## src/rtl/tl_error_slave_buffered.sv

```systemverilog
`default_nettype none
// ============================================================================
// Module   : tl_error_slave_buffered
// Brief    : TileLink-UL/UH error slave; buffered A/D queues, denied responses.
//            Optional first-error log enabled by defining TL_ERR_LOG_EN.
// Revision : 1.0
// ============================================================================
module tl_error_slave_buffered #(
    parameter int ADDR_W   = 14,
    parameter int SRC_W    = 5,
    parameter int SIZE_W   = 4,
    parameter int DATA_W   = 32,
    parameter int A_DEPTH  = 2,
    parameter int D_DEPTH  = 2,
    parameter int MAX_LGSZ = 6
) (
    input  logic                clock,
    input  logic                reset_n,
    input  logic                a_valid,
    output logic                a_ready,
    input  logic [2:0]          a_opcode,
    input  logic [2:0]          a_param,
    input  logic [SIZE_W-1:0]   a_size,
    input  logic [SRC_W-1:0]    a_source,
    input  logic [ADDR_W-1:0]   a_address,
    input  logic [DATA_W/8-1:0] a_mask,
    input  logic [DATA_W-1:0]   a_data,
    input  logic                a_corrupt,
    output logic                d_valid,
    input  logic                d_ready,
    output logic [2:0]          d_opcode,
    output logic [1:0]          d_param,
    output logic [SIZE_W-1:0]   d_size,
    output logic [SRC_W-1:0]    d_source,
    output logic                d_denied,
    output logic                d_corrupt,
    output logic [DATA_W-1:0]   d_data
`ifdef TL_ERR_LOG_EN
    ,
    output logic                log_valid,
    output logic [ADDR_W-1:0]   log_addr,
    output logic [SRC_W-1:0]    log_source,
    input  logic                log_clear
`endif
);

    localparam int BEAT_BYTES   = DATA_W / 8;
    localparam int LG_BB        = $clog2(BEAT_BYTES);
    localparam int MAX_BEATS_LG = (MAX_LGSZ > LG_BB) ? (MAX_LGSZ - LG_BB) : 0;
    localparam int BCNT_W       = MAX_BEATS_LG + 1;
    localparam int AP_W         = (A_DEPTH > 1) ? $clog2(A_DEPTH) : 1;
    localparam int AC_W         = $clog2(A_DEPTH) + 1;
    localparam int DP_W         = (D_DEPTH > 1) ? $clog2(D_DEPTH) : 1;
    localparam int DC_W         = $clog2(D_DEPTH) + 1;

    localparam logic [AC_W-1:0] A_FULL_CNT = AC_W'(A_DEPTH);
    localparam logic [AP_W-1:0] A_LAST     = AP_W'(A_DEPTH - 1);
    localparam logic [DC_W-1:0] D_FULL_CNT = DC_W'(D_DEPTH);
    localparam logic [DP_W-1:0] D_LAST     = DP_W'(D_DEPTH - 1);

    localparam logic [2:0] OP_PUT_FULL = 3'd0;
    localparam logic [2:0] OP_PUT_PART = 3'd1;
    localparam logic [2:0] OP_ARITH    = 3'd2;
    localparam logic [2:0] OP_LOGIC    = 3'd3;
    localparam logic [2:0] OP_GET      = 3'd4;
    localparam logic [2:0] OP_INTENT   = 3'd5;

    localparam logic [2:0] D_ACK       = 3'd0;
    localparam logic [2:0] D_ACK_DATA  = 3'd1;
    localparam logic [2:0] D_HINT_ACK  = 3'd2;

    localparam logic [1:0] ST_IDLE  = 2'd0;
    localparam logic [1:0] ST_DRAIN = 2'd1;
    localparam logic [1:0] ST_ACK   = 2'd2;
    localparam logic [1:0] ST_RESP  = 2'd3;

    // Beats in a burst: sizes at or below one beat take one, larger sizes are clamped.
    function automatic logic [BCNT_W-1:0] f_beats(input logic [SIZE_W-1:0] sz);
        int lg;
        lg = int'(sz);
        if (lg > MAX_LGSZ) lg = MAX_LGSZ;
        if (lg <= LG_BB) return BCNT_W'(1);
        return BCNT_W'(1) << (lg - LG_BB);
    endfunction

    // ---------------- A queue ----------------
    logic [2:0]        a_op_mem   [A_DEPTH];
    logic [SIZE_W-1:0] a_size_mem [A_DEPTH];
    logic [SRC_W-1:0]  a_src_mem  [A_DEPTH];
    logic [AP_W-1:0]   a_wptr_q, a_rptr_q;
    logic [AC_W-1:0]   a_cnt_q;
    logic              rdy_q;
    logic              a_full, a_empty, a_push, a_pop;
    logic [2:0]        a_head_op;
    logic [SIZE_W-1:0] a_head_size;
    logic [SRC_W-1:0]  a_head_src;

    assign a_full      = (a_cnt_q == A_FULL_CNT);
    assign a_empty     = (a_cnt_q == '0);
    assign a_ready     = rdy_q & ~a_full;
    assign a_push      = a_valid & a_ready;
    assign a_head_op   = a_op_mem[a_rptr_q];
    assign a_head_size = a_size_mem[a_rptr_q];
    assign a_head_src  = a_src_mem[a_rptr_q];

    always_ff @(posedge clock or negedge reset_n) begin
        if (!reset_n) begin
            rdy_q    <= 1'b0;
            a_wptr_q <= '0;
            a_rptr_q <= '0;
            a_cnt_q  <= '0;
        end else begin
            rdy_q <= 1'b1;
            if (a_push) a_wptr_q <= (a_wptr_q == A_LAST) ? '0 : a_wptr_q + 1'b1;
            if (a_pop)  a_rptr_q <= (a_rptr_q == A_LAST) ? '0 : a_rptr_q + 1'b1;
            case ({a_push, a_pop})
                2'b10:   a_cnt_q <= a_cnt_q + 1'b1;
                2'b01:   a_cnt_q <= a_cnt_q - 1'b1;
                default: a_cnt_q <= a_cnt_q;
            endcase
        end
    end

    always_ff @(posedge clock) begin
        if (a_push) begin
            a_op_mem[a_wptr_q]   <= a_opcode;
            a_size_mem[a_wptr_q] <= a_size;
            a_src_mem[a_wptr_q]  <= a_source;
        end
    end

    // ---------------- D queue ----------------
    logic [2:0]        d_op_mem   [D_DEPTH];
    logic [SIZE_W-1:0] d_size_mem [D_DEPTH];
    logic [SRC_W-1:0]  d_src_mem  [D_DEPTH];
    logic              d_cor_mem  [D_DEPTH];
    logic [DP_W-1:0]   d_wptr_q, d_rptr_q;
    logic [DC_W-1:0]   d_cnt_q;
    logic              d_full, d_empty, d_push, d_pop;

    assign d_full  = (d_cnt_q == D_FULL_CNT);
    assign d_empty = (d_cnt_q == '0);
    assign d_pop   = ~d_empty & d_ready;

    always_ff @(posedge clock or negedge reset_n) begin
        if (!reset_n) begin
            d_wptr_q <= '0;
            d_rptr_q <= '0;
            d_cnt_q  <= '0;
        end else begin
            if (d_push) d_wptr_q <= (d_wptr_q == D_LAST) ? '0 : d_wptr_q + 1'b1;
            if (d_pop)  d_rptr_q <= (d_rptr_q == D_LAST) ? '0 : d_rptr_q + 1'b1;
            case ({d_push, d_pop})
                2'b10:   d_cnt_q <= d_cnt_q + 1'b1;
                2'b01:   d_cnt_q <= d_cnt_q - 1'b1;
                default: d_cnt_q <= d_cnt_q;
            endcase
        end
    end

    // ---------------- Response FSM ----------------
    logic [1:0]        state_q, state_d;
    logic [BCNT_W-1:0] beats_q, beats_d;
    logic [2:0]        rsp_op_q, rsp_op_d;
    logic              rsp_cor_q, rsp_cor_d;
    logic [SIZE_W-1:0] rsp_size_q, rsp_size_d;
    logic [SRC_W-1:0]  rsp_src_q, rsp_src_d;

    always_ff @(posedge clock) begin
        if (d_push) begin
            d_op_mem[d_wptr_q]   <= rsp_op_q;
            d_size_mem[d_wptr_q] <= rsp_size_q;
            d_src_mem[d_wptr_q]  <= rsp_src_q;
            d_cor_mem[d_wptr_q]  <= rsp_cor_q;
        end
    end

    always_comb begin
        state_d    = state_q;
        beats_d    = beats_q;
        rsp_op_d   = rsp_op_q;
        rsp_cor_d  = rsp_cor_q;
        rsp_size_d = rsp_size_q;
        rsp_src_d  = rsp_src_q;
        a_pop      = 1'b0;
        d_push     = 1'b0;
        case (state_q)
            ST_IDLE: begin
                if (!a_empty) begin
                    rsp_size_d = a_head_size;
                    rsp_src_d  = a_head_src;
                    // Puts keep their first beat queued; DRAIN consumes every beat.
                    if (a_head_op == OP_PUT_FULL || a_head_op == OP_PUT_PART) begin
                        beats_d   = f_beats(a_head_size);
                        rsp_op_d  = D_ACK;
                        rsp_cor_d = 1'b0;
                        state_d   = ST_DRAIN;
                    end else begin
                        a_pop   = 1'b1;
                        state_d = ST_RESP;
                        case (a_head_op)
                            OP_ARITH, OP_LOGIC, OP_GET: begin
                                beats_d   = f_beats(a_head_size);
                                rsp_op_d  = D_ACK_DATA;
                                rsp_cor_d = 1'b1;
                            end
                            OP_INTENT: begin
                                beats_d   = BCNT_W'(1);
                                rsp_op_d  = D_HINT_ACK;
                                rsp_cor_d = 1'b0;
                            end
                            default: begin
                                beats_d   = BCNT_W'(1);
                                rsp_op_d  = D_ACK;
                                rsp_cor_d = 1'b0;
                            end
                        endcase
                    end
                end
            end
            ST_DRAIN: begin
                if (!a_empty) begin
                    a_pop = 1'b1;
                    if (beats_q == BCNT_W'(1)) state_d = ST_ACK;
                    else                       beats_d = beats_q - 1'b1;
                end
            end
            ST_ACK: begin
                if (!d_full) begin
                    d_push  = 1'b1;
                    state_d = ST_IDLE;
                end
            end
            default: begin
                if (!d_full) begin
                    d_push = 1'b1;
                    if (beats_q == BCNT_W'(1)) state_d = ST_IDLE;
                    else                       beats_d = beats_q - 1'b1;
                end
            end
        endcase
    end

    always_ff @(posedge clock or negedge reset_n) begin
        if (!reset_n) begin
            state_q    <= ST_IDLE;
            beats_q    <= '0;
            rsp_op_q   <= '0;
            rsp_cor_q  <= 1'b0;
            rsp_size_q <= '0;
            rsp_src_q  <= '0;
        end else begin
            state_q    <= state_d;
            beats_q    <= beats_d;
            rsp_op_q   <= rsp_op_d;
            rsp_cor_q  <= rsp_cor_d;
            rsp_size_q <= rsp_size_d;
            rsp_src_q  <= rsp_src_d;
        end
    end

    assign d_valid   = ~d_empty;
    assign d_opcode  = d_op_mem[d_rptr_q];
    assign d_param   = 2'b00;
    assign d_size    = d_size_mem[d_rptr_q];
    assign d_source  = d_src_mem[d_rptr_q];
    assign d_denied  = d_valid;
    assign d_corrupt = d_valid & d_cor_mem[d_rptr_q];
    assign d_data    = '0;

`ifdef TL_ERR_LOG_EN
    // ---------------- First-error log ----------------
    logic [ADDR_W-1:0] a_addr_mem [A_DEPTH];
    logic              log_valid_q;
    logic [ADDR_W-1:0] log_addr_q;
    logic [SRC_W-1:0]  log_src_q;
    logic              log_cap;
    logic              unused_inputs;

    always_ff @(posedge clock) begin
        if (a_push) a_addr_mem[a_wptr_q] <= a_address;
    end

    assign log_cap = (state_q == ST_IDLE) & ~a_empty & ~log_valid_q;

    always_ff @(posedge clock or negedge reset_n) begin
        if (!reset_n) begin
            log_valid_q <= 1'b0;
            log_addr_q  <= '0;
            log_src_q   <= '0;
        end else if (log_cap) begin
            log_valid_q <= 1'b1;
            log_addr_q  <= a_addr_mem[a_rptr_q];
            log_src_q   <= a_head_src;
        end else if (log_clear) begin
            log_valid_q <= 1'b0;
        end
    end

    assign log_valid     = log_valid_q;
    assign log_addr      = log_addr_q;
    assign log_source    = log_src_q;
    assign unused_inputs = ^{a_param, a_mask, a_data, a_corrupt};
`else
    logic unused_inputs;
    assign unused_inputs = ^{a_param, a_mask, a_data, a_corrupt, a_address};
`endif

endmodule
`default_nettype wire

```

## config.mk

```make
export PLATFORM = sky130hd
export DESIGN_NAME = tl_error_slave_buffered
export DESIGN_NICKNAME = d
export VERILOG_FILES = /design/src/rtl/tl_error_slave_buffered.sv
export SDC_FILE = /design/constraint.sdc
export NUM_CORES = 1
export LEC_CHECK = 0
export CORE_ASPECT_RATIO = 1.25
export CORE_MARGIN = 3
export CORE_UTILIZATION = 41
export CTS_CLUSTER_SIZE = 20
export DETAILED_ROUTE_END_ITERATION = 16
export GPL_ROUTABILITY_DRIVEN = 0
export PLACE_DENSITY = 0.77
export SLEW_MARGIN = 20
export SYNTH_ARGS = -nofsm -noshare
export SYNTH_HDL_FRONTEND = slang
export SYNTH_SLANG_ARGS = --single-unit
```

## constraint.sdc

```tcl
create_clock -name clock -period 2.1 [get_ports clock]
set_clock_uncertainty 0.15 [all_clocks]
set_input_delay 0.525 -clock clock [delete_from_list [all_inputs] [get_ports clock]]
set_output_delay 0.525 -clock clock [all_outputs]
set_load 0.02 [all_outputs]
```

Word-level counts from Yosys, hierarchy flattened
Memory sizes are Yosys's and may differ from the RTL's. A register that Yosys moved wholly into a read port is not among the register bits.
Cells that the tools add are included.
{"block": "classes", "addsub": 11, "n_lt_le_gt_ge": 3, "n_eq_ne": 19, "n_shift": 2, "muxes": 56, "bitwise": 8, "n_reduce_logical": 14}
{"cell": "two-way mux 32 bit", "n": 7}
{"cell": "<= comparator 32 x 3 -> 1 bit, second input constant", "n": 2}
{"cell": "left shift 1 x 32 -> 5 bit, first input constant", "n": 2}
{"cell": "subtractor 32 x 3 -> 32 bit, second input constant", "n": 2}
{"cell": "two-way mux 5 bit", "n": 10}
{"cell": "two-way mux 1 bit", "n": 24}
{"cell": "two-way mux 2 bit", "n": 8}
{"cell": "case mux 5 bit (3 select lines)", "n": 1}
{"cell": "case mux 2 bit (2 select lines)", "n": 3}
{"cell": "== test 2 bit, second input constant", "n": 5}
{"cell": "inequality test 2 bit, second input constant", "n": 4}
{"cell": "== test 2 x 1 -> 1 bit, second input constant", "n": 3}
{"cell": "== test 3 x 2 -> 1 bit, second input constant", "n": 2}
{"cell": "== test 3 bit, second input constant", "n": 2}
{"cell": "zero test 2 bit", "n": 3}
{"cell": "case mux 2 bit (3 select lines)", "n": 1}
{"cell": "AND reduction 6 bit", "n": 1}
{"cell": "== test 5 x 1 -> 1 bit, second input constant", "n": 1}
{"cell": "subtractor 5 x 1 -> 5 bit, second input constant", "n": 1}
{"cell": "adder 1 bit, second input constant", "n": 4}
{"cell": "adder 2 x 1 -> 2 bit, second input constant", "n": 2}
{"cell": "AND 1 bit", "n": 4}
{"cell": "> comparator 4 x 3 -> 1 bit, second input constant", "n": 1}
{"cell": "two-way mux 4 bit", "n": 1}
{"cell": "other kinds (14)", "n": 19}
{"block": "totals", "regBits": 24, "ramBits": 50, "in_bits": 70, "output_inout_bits": 50, "memories": 7}
{"name": "a_src_mem", "words": 2, "word_bits": 5, "read_ports": 1, "rd_clocked_by_memory_dff": 1, "wr": 1, "line_no": "89", "rtl": "logic [SRC_W-1:0] a_src_mem [A_DEPTH];"}
{"name": "d_src_mem", "words": 2, "word_bits": 5, "read_ports": 1, "rd_clocked_by_memory_dff": 0, "wr": 1, "line_no": "135", "rtl": "logic [SRC_W-1:0] d_src_mem [D_DEPTH];"}
{"name": "a_size_mem", "words": 2, "word_bits": 4, "read_ports": 1, "rd_clocked_by_memory_dff": 0, "wr": 1, "line_no": "88", "rtl": "logic [SIZE_W-1:0] a_size_mem [A_DEPTH];"}
{"name": "d_size_mem", "words": 2, "word_bits": 4, "read_ports": 1, "rd_clocked_by_memory_dff": 0, "wr": 1, "line_no": "134", "rtl": "logic [SIZE_W-1:0] d_size_mem [D_DEPTH];"}
{"name": "a_op_mem", "words": 2, "word_bits": 3, "read_ports": 1, "rd_clocked_by_memory_dff": 0, "wr": 1, "line_no": "87", "rtl": "logic [2:0] a_op_mem [A_DEPTH];"}
{"name": "d_op_mem", "words": 2, "word_bits": 3, "read_ports": 1, "rd_clocked_by_memory_dff": 0, "wr": 1, "line_no": "133", "rtl": "logic [2:0] d_op_mem [D_DEPTH];"}
{"name": "+1 memories"}

Longest topological paths before layout
Gate-level depths: netlist (run 1).
An unclocked memory read counts as a cell.
{"block": "depth", "word_depth": 18, "depth_mapped": 10, "depth_no_buf": 8}

Worst setup path after synthesis (run 1)
Ideal clock, no wire load.
{"block": "synth_path", "path_type": "register to register", "from": "register a_cnt_q[0]", "to": "memory a_op_mem[0][0], enable pin", "setup_ns": 0.380, "arrival_time_ns": 1.837, "slack_ns": -0.267, "stages_incl_launch_ff": 5, "n_path_buf": 0, "period_less_slack_ns": 2.367, "cell_sequence": "dfrtp_1 -> inv_1 -> a21boi_0 -> nand2_1 -> nor2_1"}
{"block": "synth_via", "elab_chain_cells": 6}
{"item": "start: declaration", "line_no": "91", "rtl": "logic [AC_W-1:0] a_cnt_q;"}
{"item": "start signal: assignment", "line_no": "117", "rtl": "2'b10: a_cnt_q <= a_cnt_q + 1'b1;"}
{"item": "start signal: assignment", "line_no": "118", "rtl": "2'b01: a_cnt_q <= a_cnt_q - 1'b1;"}
{"item": "start signal: assignment", "line_no": "119", "rtl": "default: a_cnt_q <= a_cnt_q;"}
{"item": "== test 2 bit", "line_no": "98", "rtl": "assign a_full = (a_cnt_q == A_FULL_CNT);"}
{"item": "inverter 1 bit", "line_no": "100", "rtl": "assign a_ready = rdy_q & ~a_full;"}
{"item": "AND 1 bit", "line_no": "100"}
{"item": "named net a_ready", "line_no": "20", "rtl": "output logic a_ready,"}
{"item": "AND 1 bit", "line_no": "101", "rtl": "assign a_push = a_valid & a_ready;"}
{"item": "two-way mux 1 bit", "line_no": "125", "rtl": "if (a_push) begin"}
{"item": "two-way mux 1 bit (not written as such)", "line_no": "126", "rtl": "a_op_mem[a_wptr_q] <= a_opcode;"}
{"item": "end: declaration", "line_no": "87"}
The timed path passes the listed nets, and every way through them passes these cells.

Worst setup path in the final report (run 1)
{"block": "layout_path", "from": "register a_rptr_q", "to": "register beats_q[4]"}
{"block": "layout_via", "elab_chain_cells": 18}
{"item": "start: declaration", "line_no": "90", "rtl": "logic [AP_W-1:0] a_wptr_q, a_rptr_q;"}
{"item": "start signal: assignment", "line_no": "115", "rtl": "if (a_pop) a_rptr_q <= (a_rptr_q == A_LAST) ? '0 : a_rptr_q + 1'b1;"}
{"item": "memory read (2 x 4 bit)"}
{"item": "> comparator 4 x 3 -> 1 bit", "line_no": "81", "rtl": "if (lg > MAX_LGSZ) lg = MAX_LGSZ;"}
{"item": "two-way mux 4 bit", "line_no": "81"}
{"item": "two-way mux 32 bit", "line_no": "201", "rtl": "case (a_head_op)"}
{"item": "two-way mux 32 bit", "line_no": "193", "rtl": "if (a_head_op == OP_PUT_FULL || a_head_op == OP_PUT_PART) begin"}
{"item": "two-way mux 32 bit", "line_no": "189", "rtl": "if (!a_empty) begin"}
{"item": "two-way mux 32 bit", "line_no": "187", "rtl": "case (state_q)"}
{"item": "<= comparator 32 x 3 -> 1 bit", "line_no": "82", "rtl": "if (lg <= LG_BB) return BCNT_W'(1);"}
{"item": "[2 not listed]"}
{"item": "two-way mux 1 bit", "line_no": "193"}
{"item": "two-way mux 1 bit", "line_no": "189"}
{"item": "two-way mux 1 bit", "line_no": "187"}
{"item": "two-way mux 5 bit", "line_no": "83", "rtl": "return BCNT_W'(1) << (lg - LG_BB);"}
{"item": "two-way mux 5 bit", "line_no": "201"}
{"item": "two-way mux 5 bit *", "line_no": "193"}
{"item": "two-way mux 5 bit *", "line_no": "189"}
{"item": "case mux 5 bit (3 select lines) *", "line_no": "187"}
{"item": "end signal: assignment", "line_no": "254", "rtl": "beats_q <= beats_d;"}
{"item": "end: declaration", "line_no": "163", "rtl": "logic [BCNT_W-1:0] beats_q, beats_d;"}
Every way passes the cells marked *; elsewhere a longest branch is shown, timed or not. The select of a mux whose other input is x is not followed.
A chain may end at the register's enable or synchronous reset.

==> out/metrics.csv, run 1 <==
metric;value;unit
# nets final;399;
total grt overflow;0;
most common cell after layout, fill and taps aside;edfxtp_1;
Simple-Gate Fraction of Synth Area;9.03;%
Root Driver;clkbuf_8;
most frequent cells in the layout;edfxtp_1 (46), conb_1 (37), dfrtp_1 (26), buf_4 (26), nand2_1 (17);
CP delay by family, top;compound AO/OA/AOI/OAI gates;
antenna violations before repair;0;
CTS tree;done;
P per Cell Area;1550;nW/µm²
IO Port Bufs;30;
synth unique cells;54;
# DRC;0;
Synth top area share;40.5;%
post-synthesis sequential area ratio;60.4;%
CP Launch Type;flop;
Detailed Place HPWL;4100;µm
Worst EP required;2.18;ns
Layout area overhead;26.4;%
WL/cell;13.2;µm
Yosys reg bits;73;
max-cap viol count;0;
layout cells sized above 1;28.0;%
RSZ-0062 raised after global routing;true;
top post-synthesis cells by area;edfxtp_1 (41%), dfrtp_1 (20%), buf_4 (8.1%);
final hold viol count;0;
Synth Area in Compound Gates;8.37;%
Final setup viols;3;
Ant. Diodes;0;
Fmax;466;MHz
Worst Path Arrival;2.22;ns
largest area contributor in the netlist;edfxtp_1;
most frequent CP cell;ha_4;
Synth Warn #;0;
Die H;108;µm
M3 GR Usage;3.35;%
Post-DRT Antenna Nets;0;
run status;finished with violations;
largest family of logic cells by synthesized area;buffers and inverters;
vias in the first global route;1959;
Primary FF master, synth;edfxtp_1;
leak pwr;1.79;nW
Max Root-Sink Buffers;2;
Die Area;9450;µm²
mux cell area share after synthesis;6.64;%
Worst-path clk slew;0.07;ns
IO Pins;120;
WL final;5600;µm
failing checks;negative setup slack;
# clock sinks;73;
row count;36;
Bufs and invs on worst path;1;
clock buffer count from CTS;9;
DRT Pass-1 Iters;4;
Clock Latency Late Sink;0.35;ns
initial core utilization;43.0;%
grt peak-use layer;met2;
Crit Path Max Fanout;5;
ys async rst share;37.0;%
Final Critical Period;2.15;ns
Synth Area in Adders;2.20;%
CP max stage delay;0.47;ns
setup slack at placement;-0.188;ns
largest net degree at the start of global routing;28;
path category of the worst min-delay check;reg2reg;
Post-synth EDFFs;46;
H-tree depth;3;
Synth Cell Area;3410;µm²
total number of vias;2028;
Pins Over Slew Limit;0;
WS Path Type;reg2reg;
worst setup margin;-0.0468;ns
Post-Synth XOR/XNOR Area;3.34;%
vias per inst;4.79;
post-synthesis cell count;258;
first-pass GRT wire length;9160;µm
GRT Util Overall;12.9;%
slowest CP cell;dfrtp_2;
Fin Setup TNS;-0.0739;ns
Peak VDD IR;0.662;mV
core area;7930;µm²
Iter 0 DRT Violations;64;
die width;87.6;µm
GR Util met2;21.4;%
met1 Usage GRT;14.8;%
syn_area_per_cell;13.2;µm²
CP Capture Type;flop;
worst path cell trace;buf_6 -> o32ai_4 -> ha_4 -> ha_4 -> nor2b_1 -> and4bb_1 -> o32a_1;
fin crit share;102;%
sequential cells by signal, summed over array words and instances, names as in the netlist:
name	flops
a_cnt_q	2
rsp_op_q	2
rsp_src_q	5
a_src_mem	10
beats_q	5
d_wptr_q	1
a_size_mem	8
d_src_mem	10
d_rptr_q	1
state_q	2
d_size_mem	8
a_rptr_q	1
rdy_q	1
d_op_mem	4
a_wptr_q	1
rsp_size_q	4
d_cnt_q	2
a_op_mem	6
cell type report:
type | count | area [µm²]
fill | 651 | 3620
sequential | 73 | 2060
multi-input combinational | 170 | 1300
timing repair buffer | 61 | 563
clock buffer | 10 | 128
tap | 95 | 119
clock inverter | 6 | 115
inverter | 8 | 30.0
worst reg2reg max path, delay by kind of cell, from the launching register on:
family,cells,cell delay (ns)
compound gates,2,0.54
flops,1,0.47
fa+ha+maj,2,0.40
simple gates,2,0.33
buf+inv,1,0.15
cells in the mapped netlist (all sizes together), types with 6 or more instances:
cell type	count
dfrtp	27
edfxtp	46
nor2	10
mux2i	9
ha	6
inv	8
buf	40
o21ai	15
mux2	11
nand2	17
xnor2	8
cells by family (layout without fill, tap and decap cells):
group / after synthesis / in the layout
xor gates and xnor gates: 13 / 13
buffers and inverters: 50 / 85
other: 2 / 37
DFF: 73 / 73
and+or+nand+nor: 55 / 55
muxes: 20 / 20
AOI/OAI and AO/OA: 39 / 39
adders and majority gates: 6 / 6
where the power goes:
part	switching, mW	internal [mW]
registers	0.286	2.10
clock network	0.501	0.795
logic	1.49	1.49
total	2.28	4.39
stage by stage:
stage	hold WS [ns]	cell area [µm²]	instances	total power [mW]	util, %
after detailed placement	0.310	3940	404	5.15	49.6
final	0.326	4310	423	6.67	54.4
after CTS	0.327	4200	423	6.46	53.0
after global placement	0.298	3940	404	5.04	49.6
after global routing	0.341	4310	423	7.11	54.4
after floorplan	0.0794	3590	293	4.19	-
routing by layer:
| metal | up-vias | wire [µm] |
|---|---|---|
| li1 | 992 | - |
| met1 | 964 | 2190 |
| met2 | 60 | 2960 |
| met3 | 12 | 294 |
| met4 | 0 | 155 |
| met5 | - | 0 |
final timing paths:
check                               from                to  slack, ns  cells past startpoint
min in group asynchronous        reset_n      rsp_src_q[4]       0.40                      2
hold reg to reg            rsp_size_q[3]  d_size_mem[1][3]       0.33                      0
hold / removal             rsp_size_q[3]  d_size_mem[1][3]       0.33                      0
setup / recovery                a_rptr_q        beats_q[4]      -0.05                      7
setup reg to reg                a_rptr_q        beats_q[4]      -0.05                      7
max in group asynchronous        reset_n          a_rptr_q       1.12                      2
repair_timing:
action,in CTS,in global routing
hold endpoints to repair,0,0
hold buffers,0,0
cloned,0,1
pin swaps,6,0
gates resized for setup,58,45
setup endpoints to repair,21,20
buffers inserted,3,0
Power figures use the tool's default switching activity.
==> run 2: changes to the inputs <==
- SLEW_MARGIN: 20 -> default
==> results of run 2 <==
The final DEF is identical to that of run 1; final timing and power are the same.
==> run 3: changes to the inputs <==
- CORE_MARGIN: 3 -> default
==> run 3 against run 2 <==
Against the previous run:
- first-iteration DRC count up 78%
- critical endpoint unchanged
- flip-flop and latch count unchanged
- the flow still finishes with violations (negative setup slack)
- non-clock buffer count up 4
- wire length down 3.7%
==> out/metrics.csv, run 3 (synthesized netlist as in run 1, its figures left out) <==
metric;value;unit;change
Pins Over Slew Limit;0;;unchanged
Peak VDD IR;0.712;mV;+7.5%
Die Area;8680;µm²;-8.1%
core area;7930;µm²;unchanged
GRT Util Overall;13.9;%;+0.96 points
Core Util, Final;54.8;%;+0.41 points
# nets final;403;;+1.0%
Fmax;468;MHz;+0.45%
H-tree depth;3;;unchanged
CTS tree;done;;
Bufs and invs on worst path;1;;unchanged
antenna violations before repair;0;;unchanged
cell area after layout;4340;µm²;+0.75%
Placed Area;3960;µm²;+0.57%
Worst Path Arrival;2.21;ns;about the same
cell count of the worst reg-to-reg path;7;;unchanged
CP delay by family, top;compound AO/OA/AOI/OAI gates;;
run status;finished with violations;;
P per Cell Area;1530;nW/µm²;-0.88%
most frequent cells in the layout;edfxtp_1 (46), conb_1 (37), buf_4 (30);;
Worst Max-Slew Pin Slew;0.500;ns;
RSZ-0062 raised after global routing;true;;
Max Root-Sink Buffers;2;;unchanged
Ant. Diodes;0;;unchanged
WHS Endpoint;d_src_mem[0][3];;
# clock sinks;73;;unchanged
# DRC;0;;unchanged
max-cap viol count;0;;unchanged
DRT Pass-1 Iters;4;;unchanged
vias per inst;4.79;;about the same
Crit Path Max Fanout;5;;unchanged
largest net degree at the start of global routing;28;;unchanged
Layout area overhead;27.4;%;
WL/cell;12.6;µm;-4.6%
Detailed Place HPWL;4050;µm;-1.2%
die width;83.6;µm;-4.6%
Layout fillers;653;;+0.31%
layout cells sized above 1;30.7;%;+2.7 points
IO Port Bufs;30;;unchanged
WL final;5390;µm;-3.7%
CP max stage delay;0.46;ns;about the same
WS Path Type;reg2reg;;
Cells after DPL;407;;+0.74%
failing checks;negative setup slack;;
total grt overflow;0;;unchanged
Iter 0 DRT Violations;114;;+78%
first-pass GRT wire length;9440;µm;+3.1%
Final setup viols;6;;+3
CP Capture Type;flop;;
most frequent CP cell;ha_4;;
total number of vias;2047;;+0.94%
Post-DRT Antenna Nets;0;;unchanged
path category of the worst min-delay check;reg2reg;;
slew margin rel.;66.7;%;
worst path cell trace;buf_6 -> o32ai_4 -> ha_4 -> ha_4 -> nor2b_4 -> and4bb_1 -> o32a_1;;
IO Pins;120;;unchanged
Root Driver;clkbuf_8;;
hold_buf cts;0;;unchanged
row count;36;;unchanged
clock buffer count from CTS;9;;unchanged
Worst-path clk slew;0.08;ns;about the same
initial core utilization;43.0;%;unchanged
final cell count without fillers;427;;+0.95%
Clock Latency Late Sink;0.35;ns;about the same
fin crit share;102;%;-0.45 points
reg2reg start;a_rptr_q;;
vias in the first global route;2111;;+7.8%
top flop regs;a_src_mem (10), d_src_mem (10);;
Multi-input gate area;1290;µm²;-0.19%
worst min-delay path startpoint;rsp_src_q[3];;
CP Launch Type;flop;;
slowest CP cell;dfrtp_2;;
Hold Path Stages;0;;unchanged
worst setup margin;-0.0373;ns;+0.00952 ns
Sequential Area;2060;µm²;about the same
Worst EP required;2.18;ns;about the same
setup slack at placement;-0.138;ns;+0.0496 ns
leak pwr;1.80;nW;+0.64%
most common cell after layout, fill and taps aside;edfxtp_1;;
final hold viol count;0;;unchanged
R2R setup slack;-0.04;ns;about the same
Die H;104;µm;-3.7%
R2R Path End;beats_q[4];;
Final Critical Period;2.14;ns;-0.00952 ns
-- run 3: how the worst max path moves through the flow --
stage                     slack (ns)  depth (start not counted)      from         end
after floorplan                 0.07                          8  a_rptr_q  beats_q[2]
after global placement         -0.09                          7  a_rptr_q  beats_q[4]
after detailed placement       -0.14                          9  a_rptr_q  beats_q[1]
after CTS                      -0.11                          3  d_rptr_q   d_size[2]
after global routing           -0.10                          7  a_rptr_q  beats_q[4]
final                          -0.04                          7  a_rptr_q  beats_q[4]
-- run 3: layout make-up --
class / instances / area share (%)
Clock buffer: 9 / 2.85
Inverter: 8 / 0.692
Tap cell: 95 / 2.74
Multi-Input combinational cell: 170 / 29.8
Clock inverter: 7 / 2.33
Sequential cell: 73 / 47.4
Timing Repair Buffer: 65 / 14.1
-- run 3: routing by layer --
layer	up-vias	routed length, µm	share of wire [%]	track usage [%]
li1	999	-	-	-
met1	980	2170	40	14.9
met2	56	2810	52	24.1
met3	12	254	4.7	4.37
met4	0	151	2.8	7.51
met5	-	0	0	0
-- run 3: through the flow --
step                      hold WS, ns  power [mW]  setup TNS [ns]
final                           0.326        6.66         -0.0984
after global routing            0.344        7.11          -0.640
after CTS                       0.328        6.47          -0.899
after detailed placement        0.310        5.19          -0.453
after global placement          0.300        5.07          -0.248
after floorplan                0.0794        4.19               0
-- run 3: what timing repair did --
item / CTS / global route
gates cloned: 1 / 0
setup endpoints to repair: 21 / 21
gates resized for setup: 61 / 42
pin swaps: 5 / 0
setup buffers: 2 / 2
-- run 3: power by group --
part	internal [mW]	switching (mW)	leakage, nW	total (mW)
clock	0.678	0.528	0.106	1.21
sequential	2.10	0.281	0.750	2.38
combinational	1.58	1.48	0.942	3.07
==> variant (config.mk and constraints of run 1) <==
Set the parameter `MAX_LGSZ` to 3 (it was 6).
--- a/src/rtl/tl_error_slave_buffered.sv
+++ b/src/rtl/tl_error_slave_buffered.sv
@@ -14,3 +14,3 @@
     parameter int D_DEPTH  = 2,
-    parameter int MAX_LGSZ = 6
+    parameter int MAX_LGSZ = 3
 ) (
Behaviour: not the same (a bounded check fails within 10 cycles, from zero or initial values and one cycle with reset_n low).
==> variant against run 1 <==
- the flow still finishes with violations (setup timing)
- power fell by 13%
- final area fell by 6.6%
- clock power fell by 29%
- worst setup slack got worse by 0.20 ns
- combinational power fell by 13%
- global-route usage fell by 0.68 points
- wire length fell by 7.1%
- area after synthesis fell by 3.5%
- sequential cell count fell by 3
- critical endpoint is now beats_q[0]
- largest cell class unchanged
- largest power group unchanged
- highest routed layer unchanged
==> variant: results (changes against run 1) <==
Outcome
  – Status: finished with violations (unchanged)
  – Failing checks: setup timing (unchanged)

Setup path
  – Reg2reg end: beats_q[0] (was beats_q[4])
  – Critical path arrival: 2.40 ns (was 2.22 ns)
  – Reg2Reg Depth: 10 (was 7)

Floorplan
  – Die width: 86.1 µm (was 87.6 µm)

Global routing
  – Largest net degree at the start of global routing: 25 (was 28)
  – Initial antenna violation count: 0 (unchanged)
  – First-pass GRT wire length: 8.62 mm (was 9.16 mm)
  – Routing usage on met1: 0.131 (was 0.148)
  – GRT Total Usage: 0.122 (was 0.129)
  – Via count of the first global-routing pass: 1877 (was 1959)
  – GRT met2 Usage: 0.218 (was 0.214)
  – M3 GR Usage: 0.0349 (was 0.0335)

Routing
  – Wirelength per Cell: 12.9 µm (was 13.2 µm)
  – Routed wire length: 5.20 mm (was 5.60 mm)
  – Via density: 4.65 (was 4.79)

Finish
  – Nets: 383 (was 399)
  – Clock network share of area: 0.0438 (was 0.0563)
  – Clkbuf count: 11 (was 10)
  – Layout cells sized above 1: 0.285 (was 0.280)
  – Area occupied by multi-input gates: 1200 µm² (was 1300 µm²)
  – Fillers: 637 (was 651)
  – Non-clock buffering overhead: 0.128 (was 0.131)
  – Plain + repair buffers: 56 (was 61)
  – Multi-input comb cells: 160 (was 170)
  – Reg area: 1980 µm² (was 2060 µm²)
  – Inverter count: 10 (was 8)

Synth
  – Synthesized area per cell: 13.3 µm² (was 13.2 µm²)
  – Top cells by count, synth: 46 x edfxtp_1, 36 x buf_4, 24 x dfrtp_1 (was 46 x edfxtp_1, 37 x buf_4, 27 x dfrtp_1)
  – Post-synthesis mux area share: 0.0650 (was 0.0664)
  – Top post-synthesis cells by area: edfxtp_1 42%, dfrtp_1 18%, buf_4 8.2% (was edfxtp_1 41%, dfrtp_1 20%, buf_4 8.1%)
  – Compound-gate portion of the synthesized area: 0.0814 (was 0.0837)
  – Adder-Cell Fraction of Synth Area: 0.0228 (was 0.0220)
  – Xor-xnor portion of the synthesized cell area: 0.0293 (was 0.0334)
  – Sequential share of the synthesized area: 0.603 (was 0.604)
  – Distinct cells, synth: 45 (was 54)
  – Synth async-reset ratio: 0.343 (was 0.370)

Placed design
  – DP HPWL: 3.76 mm (was 4.10 mm)
  – Place WS: -0.416 ns (was -0.188 ns)
  – Placed Area: 3650 µm² (was 3940 µm²)

Power and ir drop
  – VDD IR max: 0.630 mV (was 0.662 mV)
  – Cell leakage power: 1.68 nW (was 1.79 nW)

Clock network
  – Clock sinks: 70 (was 73)
  – Clk_lat worst skew: 0.33 ns (was 0.35 ns)
  – Post-CTS Resized: 61 (was 58)

Timing
  – Final WS setup: -0.248 ns (was -0.0468 ns)
  – Final setup fails: 3 (unchanged)
  – Min Hold Slack: 0.324 ns (was 0.326 ns)
## variant: changes by cell type in the layout (fill, tap and decap cells not counted), moves of 3 or more
cell,change
clkdlybuf4s15_1,-3
xnor2_1,-3
nor2_1,+4
dlygate4sd2_1,+3
dfrtp_1,-3
nand2b_1,-3
o21ai_1,+10
buf_4,-4
o21ai_0,-10
bufinv_16,-3
## variant: critical path: stages, from the launching register on
cell      delay [ns]
dfrtp_2         0.45
mux2i_2         0.25
nor2b_4         0.21
ha_4            0.16
ha_4            0.14
inv_2           0.04
ha_4            0.26
xnor2_2         0.12
o311a_1         0.21
o21a_1          0.15
o221ai_2        0.09
## variant: power by group
| part | internal, mW | switching (mW) |
|---|---|---|
| Combinational | 1.33 | 1.27 |
| Clock | 0.458 | 0.459 |
| Sequential | 1.98 | 0.277 |
| Total | 3.77 | 2.01 |
## variant: how the worst max path moves through the flow
stage                  start    endpoint  slack (ns)  cells past startpoint
finish              a_rptr_q  beats_q[0]       -0.25                     10
global route        a_rptr_q  beats_q[0]       -0.37                     10
global placement    a_rptr_q  beats_q[0]       -0.40                     10
detailed placement  a_rptr_q  beats_q[0]       -0.42                     10
CTS                 a_rptr_q  beats_q[0]       -0.19                     10
floorplan           a_rptr_q  beats_q[0]        0.04                      9
## variant: metrics by stage
stage                     total power, mW  TNS (ns)  utilization
after floorplan                      3.90         0            -
after global placement               4.45    -0.727        0.482
after detailed placement             4.57    -0.773        0.482
after CTS                            5.49    -0.447        0.511
after global routing                 6.16    -0.888        0.531
final                                5.77    -0.486        0.531
## variant: metal layers
| layer | part of all wire | vias to the layer above |
|---|---|---|
| met5 | 0 | - |
| met4 | 0.017 | 0 |
| met3 | 0.052 | 8 |
| met2 | 0.55 | 56 |
| met1 | 0.38 | 892 |
| li1 | - | 922 |
